==> src/rtl/mips_cache_pkg.sv <==
// Shared types and constants for the cache-to-memory controller.
package mips_cache_pkg;

    typedef enum logic [1:0] {
        IDLE  = 2'd0,
        MEM_I = 2'd1,
        MEM_D = 2'd2,
        RESP  = 2'd3
    } ctrl_state_t;

    localparam logic OWNER_I = 1'b0;
    localparam logic OWNER_D = 1'b1;

    localparam logic [31:0] WORD_ALIGN_MASK = 32'hFFFF_FFFC;

    function automatic logic [31:0] word_align(input logic [31:0] addr);
        return addr & WORD_ALIGN_MASK;
    endfunction

endpackage

==> src/rtl/mips_cache_controller.sv <==
// Memory-side responder for the instruction and data caches. Arbitrates
// cache requests onto one Avalon-style master port and returns each word
// to the requesting cache with a one-cycle valid pulse.
//
//  state | meaning
//  IDLE  | arbitrate; data request beats instruction request
//  MEM_I | instruction read in flight
//  MEM_D | data read or write in flight
//  RESP  | valid pulse to the owning cache; no new request taken
//
// The request is latched on the accepting edge and the bus command is
// issued one edge later, so every mem_* output comes only from flops.
module mips_cache_controller
    import mips_cache_pkg::*;
#(
    parameter int MAX_WAIT = 255
) (
    input  logic        clk,
    input  logic        rst,
    input  logic        instr_stall,
    input  logic [31:0] instr_addr,
    output logic [31:0] instr_data,
    output logic        instr_data_valid,
    input  logic        data_stall,
    input  logic        data_write,
    input  logic [31:0] data_addr,
    input  logic [31:0] data_writedata,
    input  logic [3:0]  data_byteenable,
    output logic [31:0] data_data,
    output logic        data_data_valid,
    output logic [31:0] mem_address,
    output logic        mem_read,
    output logic        mem_write,
    output logic [31:0] mem_writedata,
    output logic [3:0]  mem_byteenable,
    input  logic        mem_waitrequest,
    input  logic [31:0] mem_readdata,
    output logic        mem_error
);

    localparam logic [7:0] MAX_W = 8'(MAX_WAIT);

    ctrl_state_t state;
    logic        owner;
    logic        req_write;
    logic [7:0]  wait_cnt;

    // Arbiter, transfer FSM and timeout counter in one registered process.
    always_ff @(posedge clk or posedge rst) begin
        if (rst) begin
            state            <= IDLE;
            owner            <= OWNER_I;
            req_write        <= 1'b0;
            wait_cnt         <= 8'd0;
            instr_data       <= 32'd0;
            instr_data_valid <= 1'b0;
            data_data        <= 32'd0;
            data_data_valid  <= 1'b0;
            mem_address      <= 32'd0;
            mem_read         <= 1'b0;
            mem_write        <= 1'b0;
            mem_writedata    <= 32'd0;
            mem_byteenable   <= 4'd0;
            mem_error        <= 1'b0;
        end else begin
            instr_data_valid <= 1'b0;
            data_data_valid  <= 1'b0;
            case (state)
                IDLE: begin
                    if (data_stall) begin
                        owner          <= OWNER_D;
                        req_write      <= data_write;
                        mem_address    <= word_align(data_addr);
                        mem_writedata  <= data_write ? data_writedata : 32'd0;
                        mem_byteenable <= data_write ? data_byteenable : 4'hF;
                        state          <= MEM_D;
                    end else if (instr_stall) begin
                        owner          <= OWNER_I;
                        req_write      <= 1'b0;
                        mem_address    <= word_align(instr_addr);
                        mem_writedata  <= 32'd0;
                        mem_byteenable <= 4'hF;
                        state          <= MEM_I;
                    end
                end
                MEM_I, MEM_D: begin
                    if (!mem_read && !mem_write) begin
                        mem_read  <= ~req_write;
                        mem_write <= req_write;
                        wait_cnt  <= 8'd0;
                    end else if (!mem_waitrequest) begin
                        mem_read  <= 1'b0;
                        mem_write <= 1'b0;
                        if (owner == OWNER_D) begin
                            data_data       <= req_write ? 32'd0 : mem_readdata;
                            data_data_valid <= 1'b1;
                        end else begin
                            instr_data       <= mem_readdata;
                            instr_data_valid <= 1'b1;
                        end
                        state <= RESP;
                    end else begin
                        // Saturating count; the flag only reports, the transfer keeps waiting.
                        if (wait_cnt != MAX_W) begin
                            wait_cnt <= wait_cnt + 8'd1;
                        end
                        if ((MAX_W != 8'd0) && (wait_cnt == MAX_W - 8'd1)) begin
                            mem_error <= 1'b1;
                        end
                    end
                end
                RESP: begin
                    state <= IDLE;
                end
                default: begin
                    state <= IDLE;
                end
            endcase
        end
    end

endmodule

==> config.mk <==
export PLATFORM = sky130hd
export DESIGN_NAME = mips_cache_controller
export DESIGN_NICKNAME = d
export VERILOG_FILES = /design/src/rtl/mips_cache_pkg.sv /design/src/rtl/mips_cache_controller.sv
export SDC_FILE = /design/constraint.sdc
export NUM_CORES = 1
export LEC_CHECK = 0
export BUFFER_PORTS_ARGS = -buffer_cell sky130_fd_sc_hd__buf_4
export CAP_MARGIN = 20
export CORE_MARGIN = 5
export CORE_UTILIZATION = 51
export DETAILED_ROUTE_END_ITERATION = 10
export PLACE_DENSITY = 0.83
export SLEW_MARGIN = 40
export SYNTH_ARGS = -nofsm -noshare
export SYNTH_HDL_FRONTEND = slang
export SYNTH_SLANG_ARGS = --single-unit
export TNS_END_PERCENT = 5
==> constraint.sdc <==
create_clock -name clk -period 11.55 [get_ports clk]
set_clock_uncertainty 0.1 [all_clocks]
set_input_delay 0 -clock clk [delete_from_list [all_inputs] [get_ports clk]]
set_output_delay 0 -clock clk [all_outputs]
set_load 0.02 [all_outputs]
Word level (Yosys, flattened, before mapping) --
Index checks and enable logic that the tools add are counted.
Cells by class: $add $sub $neg 1, equality and inequality tests 9, multiplexer cells 31, bitwise operators 4, reductions and logical operators 15
Operators with widths (number):
- 32-bit two-way mux | 6
- 8-bit two-way mux | 3
- 1-bit two-way mux | 14
- 4-bit two-way mux | 3
- 4-bit AND reduction | 3
- 8-bit by 1-bit adder with 8-bit output, second input constant | 1
- 8-bit equality test, second input constant | 1
- 2-bit two-way mux | 4
- 8-bit inequality test, second input constant | 1
- 2-bit one-hot mux with 3 select lines | 1
- 3-bit AND reduction | 2
- 2-bit nonzero test | 3
- 2-bit equality test, second input constant | 2
- 2-bit inequality test, second input constant | 2
- 1-bit NOT | 4
- 2-bit AND reduction | 2
- 3-bit inequality test, second input constant | 1
- 2-bit by 1-bit equality test with 1-bit output, second input constant | 1
- 1-bit logical NOT | 2
- 2-bit logical NOT | 1
- 2-bit by 1-bit inequality test with 1-bit output, second input constant | 1
- 2-bit OR reduction | 1
- 1-bit logical AND | 1
Word-level totals: register bits after elaboration 149, output and inout bits 137

Logic depth before layout (Yosys ltp) --
Gate-level depths: netlist of run 1.
depth after elaboration 4, gate-level depth with buffers 9, mapped depth without buffers 6

Least setup slack after synthesis of run 1 --
No wires, ideal clock.
path type flip-flop to flip-flop, start register state[0], end register instr_data[0], setup time 0.125 ns, data arrival time 1.614 ns, data required time 11.325 ns, setup slack 9.711 ns, stages on the path, launching flop included 9, path buffers 2, cells stage by stage dfrtp_1 inv_1 ha_1 buf_4 and2b_4 nand2_8 nor2_8 buf_6 mux2_4
Between the ends: cells in the longest elaborated chain, start to end 3
RTL lines:
- from (decl) | RTL line mips_cache_controller.sv:43 | ctrl_state_t state;
- from (signal assigned) | RTL line mips_cache_controller.sv:51 | state <= IDLE;
- from (signal assigned) | RTL line mips_cache_controller.sv:76 | state <= MEM_D;
- from (signal assigned) | RTL line mips_cache_controller.sv:83 | state <= MEM_I;
- 2-bit by 1-bit equality test with 1-bit output / 2-bit equality test (equally long branches) | RTL line mips_cache_controller.sv:68 | case (state)
- 2-bit OR reduction * | RTL line mips_cache_controller.sv:68
- 4-bit AND reduction (no source line) *
- to (signal assigned) | RTL line mips_cache_controller.sv:98 | instr_data <= mem_readdata;
- to (decl) | RTL line mips_cache_controller.sv:22 | output logic [31:0] instr_data,
Mark *: on every way between the ends. The rest lies on a longest branch, timed or not. A chain may end at the register's enable or synchronous reset.

Worst setup path in the final report of run 1 --
start register state[0], end register instr_data[6]
The elaborated chain is that of the path after synthesis.

==> results.py, run 1 <==
metrics = {
    "global_routing": {
        "grt_start_max_net_pins": 83,
        "grt_overflow": 0,
        "grt.total_usage_pct": 33.10,
        "initial_antenna_violation_count": 1,
        "first_global_vias": 6553,
        "wire_length_of_the_first_global_routing_pass_um": 36690,
    },
    "logic_synthesis": {
        "netlist_top_cells_count": "sky130_fd_sc_hd__dfrtp_1, sky130_fd_sc_hd__nand2_1, sky130_fd_sc_hd__o21ai_0",
        "yosys.cell_count.top_type": "sky130_fd_sc_hd__dfrtp_1",
        "synth_seq_area_share_pct": 59.08,
        "post_synth_edffs": 0,
        "asyncSetResetFlopFracSynth_pct": 100.0,
        "dominantRegCellSynth": "sky130_fd_sc_hd__dfrtp_1",
        "yosys-top-cells-area": "sky130_fd_sc_hd__dfrtp_1, sky130_fd_sc_hd__mux2_4, sky130_fd_sc_hd__mux2i_1",
        "yosys_warnings": 0,
        "synthDistinctLibCells": 40,
        "synth_top_cell_area_share_pct": 59.08,
        "netlist_instances": 514,
        "yosys.area.top_type": "sky130_fd_sc_hd__dfrtp_1",
        "netlist_area_mm2": 0.006226,
        "synth.ff_latch_count": 147,
        "synthesis.area_per_instance_um2": 12.11,
    },
    "drt": {
        "vias_per_cell": 5.563,
        "wl_um": 23680,
        "detail_route.iter0.violations": 579,
        "post_drt_wl_per_cell_um": 22.07,
        "route.detailed.drc": 0,
        "route.vias.total": 5969,
        "first_pass_iters": 7,
        "route.antenna.remaining_nets": 0,
    },
    "sta": {
        "final-max-slew-violation-count": 0,
        "post-route-period-util_pct": 21.78,
        "rsz0062_at_grt": "false",
        "setup_viol_count_final": 0,
        "worst_slew_pin_slew_ns": 0.8132,
        "slew-limit-headroom_pct": 45.78,
        "clock.fmax_mhz": 397.5,
        "timing.final.crit_period_ns": 2.515,
        "fin_setup_tns_ns": 0,
        "hold_violations": 0,
    },
    "place": {
        "final_weighted_congestion_of_routability_driven_global_placement": 0.8065,
        "placed_wire_length_estimate_um": 12560,
        "io_buffers": 268,
    },
    "critical_path": {
        "cp_max_fo": 33,
        "logic_depth_of_the_worst_register_to_register_path": 6,
        "cp.required_ns": 11.74,
        "critical-path-slowest-cell": "sky130_fd_sc_hd__nor2_8",
        "worst-endpoint-arrival_ns": 2.71,
        "setup.worst_path.class": "reg -> reg",
        "slowest_delay_ns": 0.62,
        "regToRegStartpoint": "state[0]",
        "cp-end-kind": "register",
        "crit_start": "state[0]",
        "critical_path.cell_chain": "inv_1 -> ha_1 -> and2b_4 -> nand2_8 -> nor2_8 -> mux2_1",
        "worstSetupStartpointType": "register",
    },
    "cts": {
        "bufs_on_longest_clock_path": 2,
        "hold_buffers": 143,
        "cts_repair_resize_count": 0,
        "tritoncts_clock_tree": "done",
        "cts_root_buf": "sky130_fd_sc_hd__clkbuf_16",
        "post_cts_buffers": 0,
        "htree_levels": 4,
        "tritoncts.num_buffers": 17,
        "cts.sinks": 147,
        "clkLatencyLatePin_ns": 0.41,
        "clkSlewWorstSetupHoldPaths_ns": 0.06,
    },
    "pwr": {
        "internal_power_mw": 1.717,
        "pwr-share-comb_pct": 46.0,
        "net-switching-power_mw": 1.107,
        "pwr-share-clk_pct": 21.6,
        "leak_nw": 5.175,
        "ir_drop_v": 0.0001275,
        "switching_share_pct": 39.21,
        "power-per-cell-area_mw_per_mm2": 272.9,
        "seq_power_share_pct": 32.4,
    },
    "floorplanning": {
        "initial_core_util_pct": 51.83,
        "row_count": 40,
        "core_box_area_mm2": 0.01201,
        "die_height_um": 120.5,
        "fp.dieArea_mm2": 0.01452,
        "die_w_um": 120.5,
        "ioPinCount": 275,
    },
    "layout": {
        "fraction_of_the_core_area_covered_by_cells_at_the_end_of_the_flow_pct": 86.15,
        "final.fill_count": 496,
        "multi_input_area_mm2": 0.002344,
        "seqCellArea_mm2": 0.003680,
        "num-nets-final": 1054,
        "area_delta_synth_final_pct": 66.20,
        "post_route_cells_drive_above_1_share_pct": 36.76,
    },
    "min_path": {
        "hp-class": "in -> async",
    },
    "run_status": {
        "run_status": "complete, no violations",
    },
    "job": {
        "max-cap-violations": 0,
    },
}
-- sequential cells by signal, summed over array words and instances, names as in the netlist --
signal / cells
data_data: 32
instr_data: 32
mem_writedata: 32
mem_address: 30
wait_cnt: 8
mem_byteenable: 4
state: 2
data_data_valid: 1
instr_data_valid: 1
mem_error: 1
mem_read: 1
mem_write: 1
owner: 1
req_write: 1
-- final cells by class --
| cell class | count | share of cell area, % |
|---|---|---|
| Clock inverter | 13 | 1.983 |
| Inverter | 6 | 0.2660 |
| Sequential cell | 147 | 35.56 |
| Antenna cell | 1 | 0.02418 |
| Clock buffer | 19 | 4.281 |
| Timing Repair Buffer | 413 | 33.46 |
| Tap cell | 147 | 1.778 |
| Multi-Input combinational cell | 327 | 22.65 |
-- placed cells by master (no fill, tap or decap), types with 2 or more instances in the layout --
cell type,Yosys,routed
sky130_fd_sc_hd__o21ai_1,27,26
sky130_fd_sc_hd__and4_1,2,2
sky130_fd_sc_hd__a21o_1,4,4
sky130_fd_sc_hd__mux2i_1,33,33
sky130_fd_sc_hd__clkinvlp_4,0,3
sky130_fd_sc_hd__clkinv_2,0,3
sky130_fd_sc_hd__nand3_1,5,4
sky130_fd_sc_hd__nor3_1,3,3
sky130_fd_sc_hd__clkbuf_16,0,17
sky130_fd_sc_hd__bufinv_16,0,5
sky130_fd_sc_hd__dfrtp_1,147,146
sky130_fd_sc_hd__o22a_1,7,7
sky130_fd_sc_hd__nand2b_1,32,32
sky130_fd_sc_hd__o21ai_0,40,40
sky130_fd_sc_hd__inv_6,0,3
sky130_fd_sc_hd__nor2_1,7,7
sky130_fd_sc_hd__mux2_4,29,29
sky130_fd_sc_hd__o2bb2ai_1,2,2
sky130_fd_sc_hd__buf_4,8,269
sky130_fd_sc_hd__a21oi_1,5,5
sky130_fd_sc_hd__conb_1,1,2
sky130_fd_sc_hd__a22o_1,32,32
sky130_fd_sc_hd__ha_1,4,4
sky130_fd_sc_hd__mux2_1,3,3
sky130_fd_sc_hd__inv_1,6,5
sky130_fd_sc_hd__nand2_1,73,73
sky130_fd_sc_hd__dlygate4sd3_1,0,143
-- power groups by stage --
| stage | registers [mW] | logic [mW] | clock network (mW) |
|---|---|---|---|
| finish | 0.916 | 1.30 | 0.609 |
| global route | 0.937 | 1.37 | 0.637 |
| floorplan | 1.10 | 0.475 | 0 |
| global placement | 0.877 | 1.14 | 0 |
| detailed placement | 0.890 | 1.17 | 0 |
| CTS | 0.887 | 1.25 | 0.609 |
-- stage by stage --
step                power (mW)  setup WS [ns]  hold slack, ns  cells  area, um^2
floorplan                1.579          7.499         0.02604    515        6230
CTS                      2.744          9.053          0.1290   1072       10340
finish                   2.824          9.035          0.1064   1073       10350
global placement         2.014          8.922        0.009727    897        8252
global route             2.943          8.948          0.1806   1073       10350
detailed placement       2.061          9.067         0.02415    897        8265
-- worst paths after layout --
kind / end / slack (ns)
min in group clk: state[0] / 0.24
hold / removal: instr_data[21] / 0.11
setup reg to reg: instr_data[6] / 9.03
max in group asynchronous: req_write / 10.09
hold reg to reg: data_data[23] / 0.38
setup / recovery: instr_data[6] / 9.03
-- per-layer routing --
layer | global-route usage, % | up-vias | part of all wire (%)
li1 | - | 2580 | -
met1 | 38.39 | 2896 | 37
met2 | 54.73 | 391 | 49
met3 | 8.840 | 102 | 8.1
met4 | 20.40 | 0 | 6.2
met5 | 0 | - | 0
-- cell families (layout without fill, tap and decap cells) --
logic type | Yosys count | count (layout) | share of synthesized area (%)
flip-flops | 147 | 147 | 59.08
multiplexers | 65 | 65 | 12.84
adder cells (fa/ha/maj) | 4 | 4 | 0.8039
XOR/XNOR | 1 | 1 | 0.1407
AO/OA/AOI/OAI | 124 | 124 | 12.96
buffers and inverters | 41 | 451 | 3.738
AND/OR/NAND/NOR | 131 | 131 | 10.37
other | 1 | 3 | 0.06023
-- worst max-delay path, delay by kind of cell (launching register included) --
family,cells,cell delay [ns]
and+or+nand+nor,3,0.98
adders and majority gates,1,0.48
muxes,1,0.39
DFF,1,0.34
buffers and inverters,1,0.08
Note: power is estimated with default switching activity, not from simulation.
==> inputs of run 2 (changes only) <==
CORE_UTILIZATION = 47   (was 51)
PLACE_DENSITY = 0.78   (was 0.83)
clock period = 2.6 ns   (was 11.55 ns; I/O delays follow)
==> run 2 against run 1 <==
Net effect: utilization shrank 6.9 points; combinational power rose to 4.4 times the previous value; critical path depth up 1; sequential cell count unchanged; clock power rose to 4.1 times the previous value; power rose to 4.3 times the previous value; die area grew 7.8%; count of clock-buffer cells in the layout stayed put; hold slack got worse by 0.061 ns; critical path type unchanged; highest routed layer unchanged.
==> results.py, run 2 (synthesis gave the netlist of run 1 again) <==
metrics = {
    "drt": {
        "wl_um": 21380,
        "post_drt_wl_per_cell_um": 19.40,
        "route.met3.wl_um": 1533,
        "met2_length_um": 10910,
        "routed_length_on_met1_um": 8159,
        "detail_route.iter0.violations": 335,
        "route.antenna.remaining_nets": 0,
        "vias_per_cell": 5.214,
        "route.vias.total": 5746,
        "first_pass_iters": 6,
        "route.detailed.drc": 0,
        "top_layer": "met4",
    },
    "sta": {
        "final-max-slew-violation-count": 0,
        "hold_violations": 0,
        "rsz0062_at_grt": "false",
        "post-route-period-util_pct": 82.42,
        "fin_setup_tns_ns": 0,
        "timing.final.crit_period_ns": 2.143,
        "final_layout_worst_hold_slack_ns": 0.04579,
        "clock.fmax_mhz": 466.6,
        "slew-limit-headroom_pct": 58.30,
        "worst_slew_pin_slew_ns": 0.6232,
        "setup_viol_count_final": 0,
    },
    "critical_path": {
        "regToRegStartpoint": "state[1]",
        "worstSetupStartpointType": "register",
        "cp.required_ns": 2.80,
        "cp_max_fo": 33,
        "setup.worst_path.class": "reg -> reg",
        "cp-end-kind": "register",
        "rrSetupSlack_ns": 0.46,
        "worst-endpoint-arrival_ns": 2.34,
        "logic_depth_of_the_worst_register_to_register_path": 7,
        "regToRegEndpoint": "instr_data[6]",
    },
    "place": {
        "io_buffers": 268,
        "final_weighted_congestion_of_routability_driven_global_placement": 0.8255,
        "post_dp_cell_area_mm2": 0.008423,
        "placed_wire_length_estimate_um": 12800,
    },
    "layout": {
        "layout.cells.most_common": "sky130_fd_sc_hd__buf_4",
        "num-nets-final": 1056,
        "most_frequent_cells_in_the_layout": "sky130_fd_sc_hd__buf_4, sky130_fd_sc_hd__dfrtp_1, sky130_fd_sc_hd__dlygate4sd3_1, sky130_fd_sc_hd__nand2_1, sky130_fd_sc_hd__o21ai_0",
        "antenna-diode-count": 0,
        "final.fill_count": 733,
        "post_route_cells_drive_above_1_share_pct": 37.26,
        "fraction_of_the_core_area_covered_by_cells_at_the_end_of_the_flow_pct": 79.20,
        "area_delta_synth_final_pct": 67.12,
        "biggestRegsByFlops": "data_data x32, instr_data x32, mem_writedata x32",
        "fin_area_mm2": 0.01041,
    },
    "global_routing": {
        "initial_antenna_violation_count": 0,
        "first_global_vias": 6272,
        "grt_overflow": 0,
        "grt.total_usage_pct": 27.73,
        "wire_length_of_the_first_global_routing_pass_um": 34400,
        "grt_start_max_net_pins": 57,
    },
    "floorplanning": {
        "die_w_um": 125.1,
        "row_count": 42,
        "ioPinCount": 275,
        "fp.dieArea_mm2": 0.01565,
        "die_height_um": 125.1,
        "initial_core_util_pct": 47.39,
        "core_box_area_mm2": 0.01314,
    },
    "cts": {
        "htree_levels": 4,
        "clkLatencyLatePin_ns": 0.41,
        "tritoncts.num_buffers": 17,
        "cts.sinks": 147,
        "clkSlewWorstSetupHoldPaths_ns": 0.06,
        "cts_repair_resize_count": 0,
        "post_cts_buffers": 0,
        "bufs_on_longest_clock_path": 2,
        "hold_buffers": 138,
        "tritoncts_clock_tree": "done",
        "cts_root_buf": "sky130_fd_sc_hd__clkbuf_16",
    },
    "min_path": {
        "hold_path_depth": 4,
        "hp-class": "in -> reg",
        "min_from": "instr_stall",
        "whs_endpoint": "state[0]",
    },
    "pwr": {
        "power-per-cell-area_mw_per_mm2": 1166,
        "ir_drop_v": 0.0006717,
        "total_power_mw": 12.14,
        "leak_nw": 5.175,
    },
    "run_status": {
        "run_status": "complete, no violations",
    },
    "job": {
        "max-cap-violations": 0,
    },
}
[run 2: power by group]
part | switching, mW | internal, mW
clock network | 0.959 | 1.53
registers | 0.731 | 3.26
logic | 3.00 | 2.66
total | 4.69 | 7.45
[run 2: cell type report]
| class | count | area (um^2) | share of cell area [%] |
|---|---|---|---|
| Sequential cell | 147 | 3680 | 35.37 |
| Timing Repair Buffer | 415 | 3543 | 34.05 |
| Multi-Input combinational cell | 327 | 2335 | 22.44 |
| Clock buffer | 19 | 442.9 | 4.257 |
| Tap cell | 176 | 220.2 | 2.116 |
| Clock inverter | 12 | 157.7 | 1.515 |
| Inverter | 6 | 26.28 | 0.2525 |
[run 2: critical path, stage by stage (launching register included)]
cell                      delay (ns)
sky130_fd_sc_hd__dfrtp_1        0.33
sky130_fd_sc_hd__inv_1          0.06
sky130_fd_sc_hd__ha_1           0.46
sky130_fd_sc_hd__and2b_4        0.27
sky130_fd_sc_hd__nand2_8        0.07
sky130_fd_sc_hd__nor2_8         0.10
sky130_fd_sc_hd__buf_12         0.27
sky130_fd_sc_hd__mux2_1         0.37
[run 2: metrics by stage]
stage,cells,setup WS [ns]
2_1_floorplan,515,0.6530
3_3_place_gp,931,0.5364
3_5_place_dp,933,0.4674
4_1_cts,1102,0.4397
5_1_grt,1102,0.3501
6_report,1102,0.4571
[run 2: metal layers]
metal / GRT usage (%) / up-vias
met3: 7.591 / 55
li1: - / 2581
met1: 32.34 / 2804
met5: 0 / -
met2: 48.50 / 306
met4: 11.22 / 0
[run 2: worst max path at each step]
| stage | start | end | cells after the start |
|---|---|---|---|
| after floorplan | rst | data_data[0] | 1 |
| after global placement | state[0] | instr_data[5] | 7 |
| after detailed placement | state[1] | instr_data[6] | 7 |
| after CTS | state[1] | instr_data[6] | 7 |
| after global routing | state[0] | instr_data[6] | 7 |
| final | state[1] | instr_data[6] | 7 |
==> inputs of run 3 (changes only) <==
clock period = 2 ns   (was 2.6 ns; I/O delays follow)
==> run 3 against run 2 <==
Net effect: clock power is 25% higher; global-route usage is 0.12 points higher; count of clock-buffer cells in the layout is 1 higher; sequential share of layout area is 0.15 points lower; critical path depth is 2 lower; sequential power is 29% higher; non-clock buffer count is 3 higher; register-to-register slack worse by 0.35 ns; first-iteration DRC count is 36% higher; final cell count is 0.36% higher; critical endpoint is now mem_byteenable[3].
==> results.py, run 3 (synthesis gave the netlist of run 1 again) <==
metrics = {
    "floorplanning": {
        "fp.dieArea_mm2": 0.01565,
        "core_box_area_mm2": 0.01314,
        "row_count": 42,
        "initial_core_util_pct": 47.39,
        "die_w_um": 125.1,
        "ioPinCount": 275,
        "die_height_um": 125.1,
    },
    "layout": {
        "num-nets-final": 1060,
        "finalNonFillerCells": 1106,
        "layout.cells.most_common": "sky130_fd_sc_hd__buf_4",
        "most_frequent_cells_in_the_layout": "sky130_fd_sc_hd__buf_4, sky130_fd_sc_hd__dfrtp_1, sky130_fd_sc_hd__dlygate4sd3_1, sky130_fd_sc_hd__nand2_1, sky130_fd_sc_hd__o21ai_0",
        "biggestRegsByFlops": "data_data x32, instr_data x32, mem_writedata x32",
        "area_delta_synth_final_pct": 67.76,
        "post_route_cells_drive_above_1_share_pct": 37.42,
        "antenna-diode-count": 0,
        "multi_input_area_mm2": 0.002356,
        "fraction_of_the_core_area_covered_by_cells_at_the_end_of_the_flow_pct": 79.50,
        "seqCellArea_mm2": 0.003679,
        "final.fill_count": 735,
    },
    "critical_path": {
        "cp-end-kind": "register",
        "critical-path-top-delay-family": "buffers and inverters",
        "worstSetupStartpointType": "register",
        "worst-endpoint-arrival_ns": 2.14,
        "cp_max_fo": 7,
        "cp.required_ns": 2.25,
        "worstPathBufferInverterCount": 2,
        "slowest_delay_ns": 0.55,
        "critical-path-slowest-cell": "sky130_fd_sc_hd__dlygate4sd3_1",
        "critical_path.cell_chain": "inv_1 -> ha_4 -> nor2b_1 -> o22a_1 -> dlygate4sd3_1",
        "setup.worst_path.class": "reg -> reg",
    },
    "drt": {
        "post_drt_wl_per_cell_um": 19.60,
        "routed_length_on_met1_um": 8072,
        "wl_um": 21680,
        "route.detailed.drc": 0,
        "top_layer": "met4",
        "route.antenna.remaining_nets": 0,
        "route.vias.total": 5804,
        "route.met3.wl_um": 1834,
        "vias_per_cell": 5.248,
        "detail_route.iter0.violations": 457,
        "met2_length_um": 10930,
        "first_pass_iters": 5,
    },
    "job": {
        "max-cap-violations": 0,
    },
    "sta": {
        "slew-limit-headroom_pct": 65.43,
        "setup_viol_count_final": 0,
        "final-max-slew-violation-count": 0,
        "clock.fmax_mhz": 529.3,
        "hold_violations": 0,
        "final.setup.worst_slack_ns": 0.1108,
        "post-route-period-util_pct": 94.46,
        "fin_setup_tns_ns": 0,
        "rsz0062_at_grt": "false",
        "worst_slew_pin_slew_ns": 0.5184,
        "timing.final.crit_period_ns": 1.889,
    },
    "place": {
        "post-place-ws_ns": 0.1216,
        "io_buffers": 268,
        "final_weighted_congestion_of_routability_driven_global_placement": 0.8228,
        "dpl.cell_count": 936,
        "placed_wire_length_estimate_um": 12930,
    },
    "cts": {
        "clkSlewWorstSetupHoldPaths_ns": 0.06,
        "clkLatencyLatePin_ns": 0.42,
        "cts.sinks": 147,
        "tritoncts_clock_tree": "done",
        "htree_levels": 4,
        "tritoncts.num_buffers": 17,
        "cts_root_buf": "sky130_fd_sc_hd__clkbuf_16",
        "bufs_on_longest_clock_path": 2,
    },
    "pwr": {
        "ir_drop_v": 0.0008042,
        "leak_nw": 5.193,
        "total_power_mw": 15.85,
        "power-per-cell-area_mw_per_mm2": 1517,
    },
    "run_status": {
        "run_status": "complete, no violations",
    },
    "global_routing": {
        "grt_start_max_net_pins": 83,
        "grt_overflow": 0,
        "initial_antenna_violation_count": 0,
        "grt.total_usage_pct": 27.85,
        "wire_length_of_the_first_global_routing_pass_um": 34270,
        "first_global_vias": 6168,
    },
    "min_path": {
        "hp-class": "in -> reg",
    },
}
run 3: timing repair:
item | 4_1_cts | 5_1_grt
hold endpoints to repair | 285 | 0
gates resized for setup | 0 | 3
hold buffers | 138 | 0
setup endpoints to repair | 0 | 6
setup buffers | 0 | 0
run 3: tightest hold or removal path: stages:
cell                      delay, ns
sky130_fd_sc_hd__buf_4         0.12
sky130_fd_sc_hd__o21ai_4       0.14
sky130_fd_sc_hd__nand2_1       0.13
sky130_fd_sc_hd__o21ai_0       0.10
run 3: power breakdown:
part	total, mW	switching, mW	internal (mW)
logic	7.58	4.01	3.57
clock network	3.12	1.25	1.87
registers	5.15	0.905	4.24
total	15.8	6.17	9.68
run 3: path summary, 6_finish.rpt:
| kind | startpoint | endpoint | slack [ns] | depth (start not counted) |
|---|---|---|---|---|
| worst max-delay path | state[0] | mem_byteenable[3] | 0.11 | 5 |
| worst min-delay path | instr_stall | mem_address[14] | 0.03 | 4 |
| worst max register to register | state[0] | mem_byteenable[3] | 0.11 | 5 |
| worst min register to register | mem_error | mem_error | 0.37 | 1 |
| max in group asynchronous | rst | instr_data[0] | 1.24 | 4 |
| min in group asynchronous | rst | mem_address[18] | 0.20 | 4 |
run 3: per-stage QoR:
stage / cell area (um^2) / hold slack, ns
floorplan: 6233 / 0.02604
global placement: 8462 / 0.06049
detailed placement: 8462 / 0.07404
CTS: 10420 / 0.01461
global route: 10450 / 0.05802
finish: 10450 / 0.03382
run 3: routing by layer:
layer,track usage (%),vias up
li1,-,2607
met5,0,-
met4,11.93,0
met1,31.71,2820
met2,48.05,322
met3,9.211,55
run 3: final cells by class:
type	instances	share of cell area, %
Inverter	6	0.2516
Clock inverter	11	1.246
Tap cell	176	2.108
Multi-Input combinational cell	328	22.56
Sequential cell	147	35.22
Timing Repair Buffer	418	34.34
Clock buffer	20	4.276
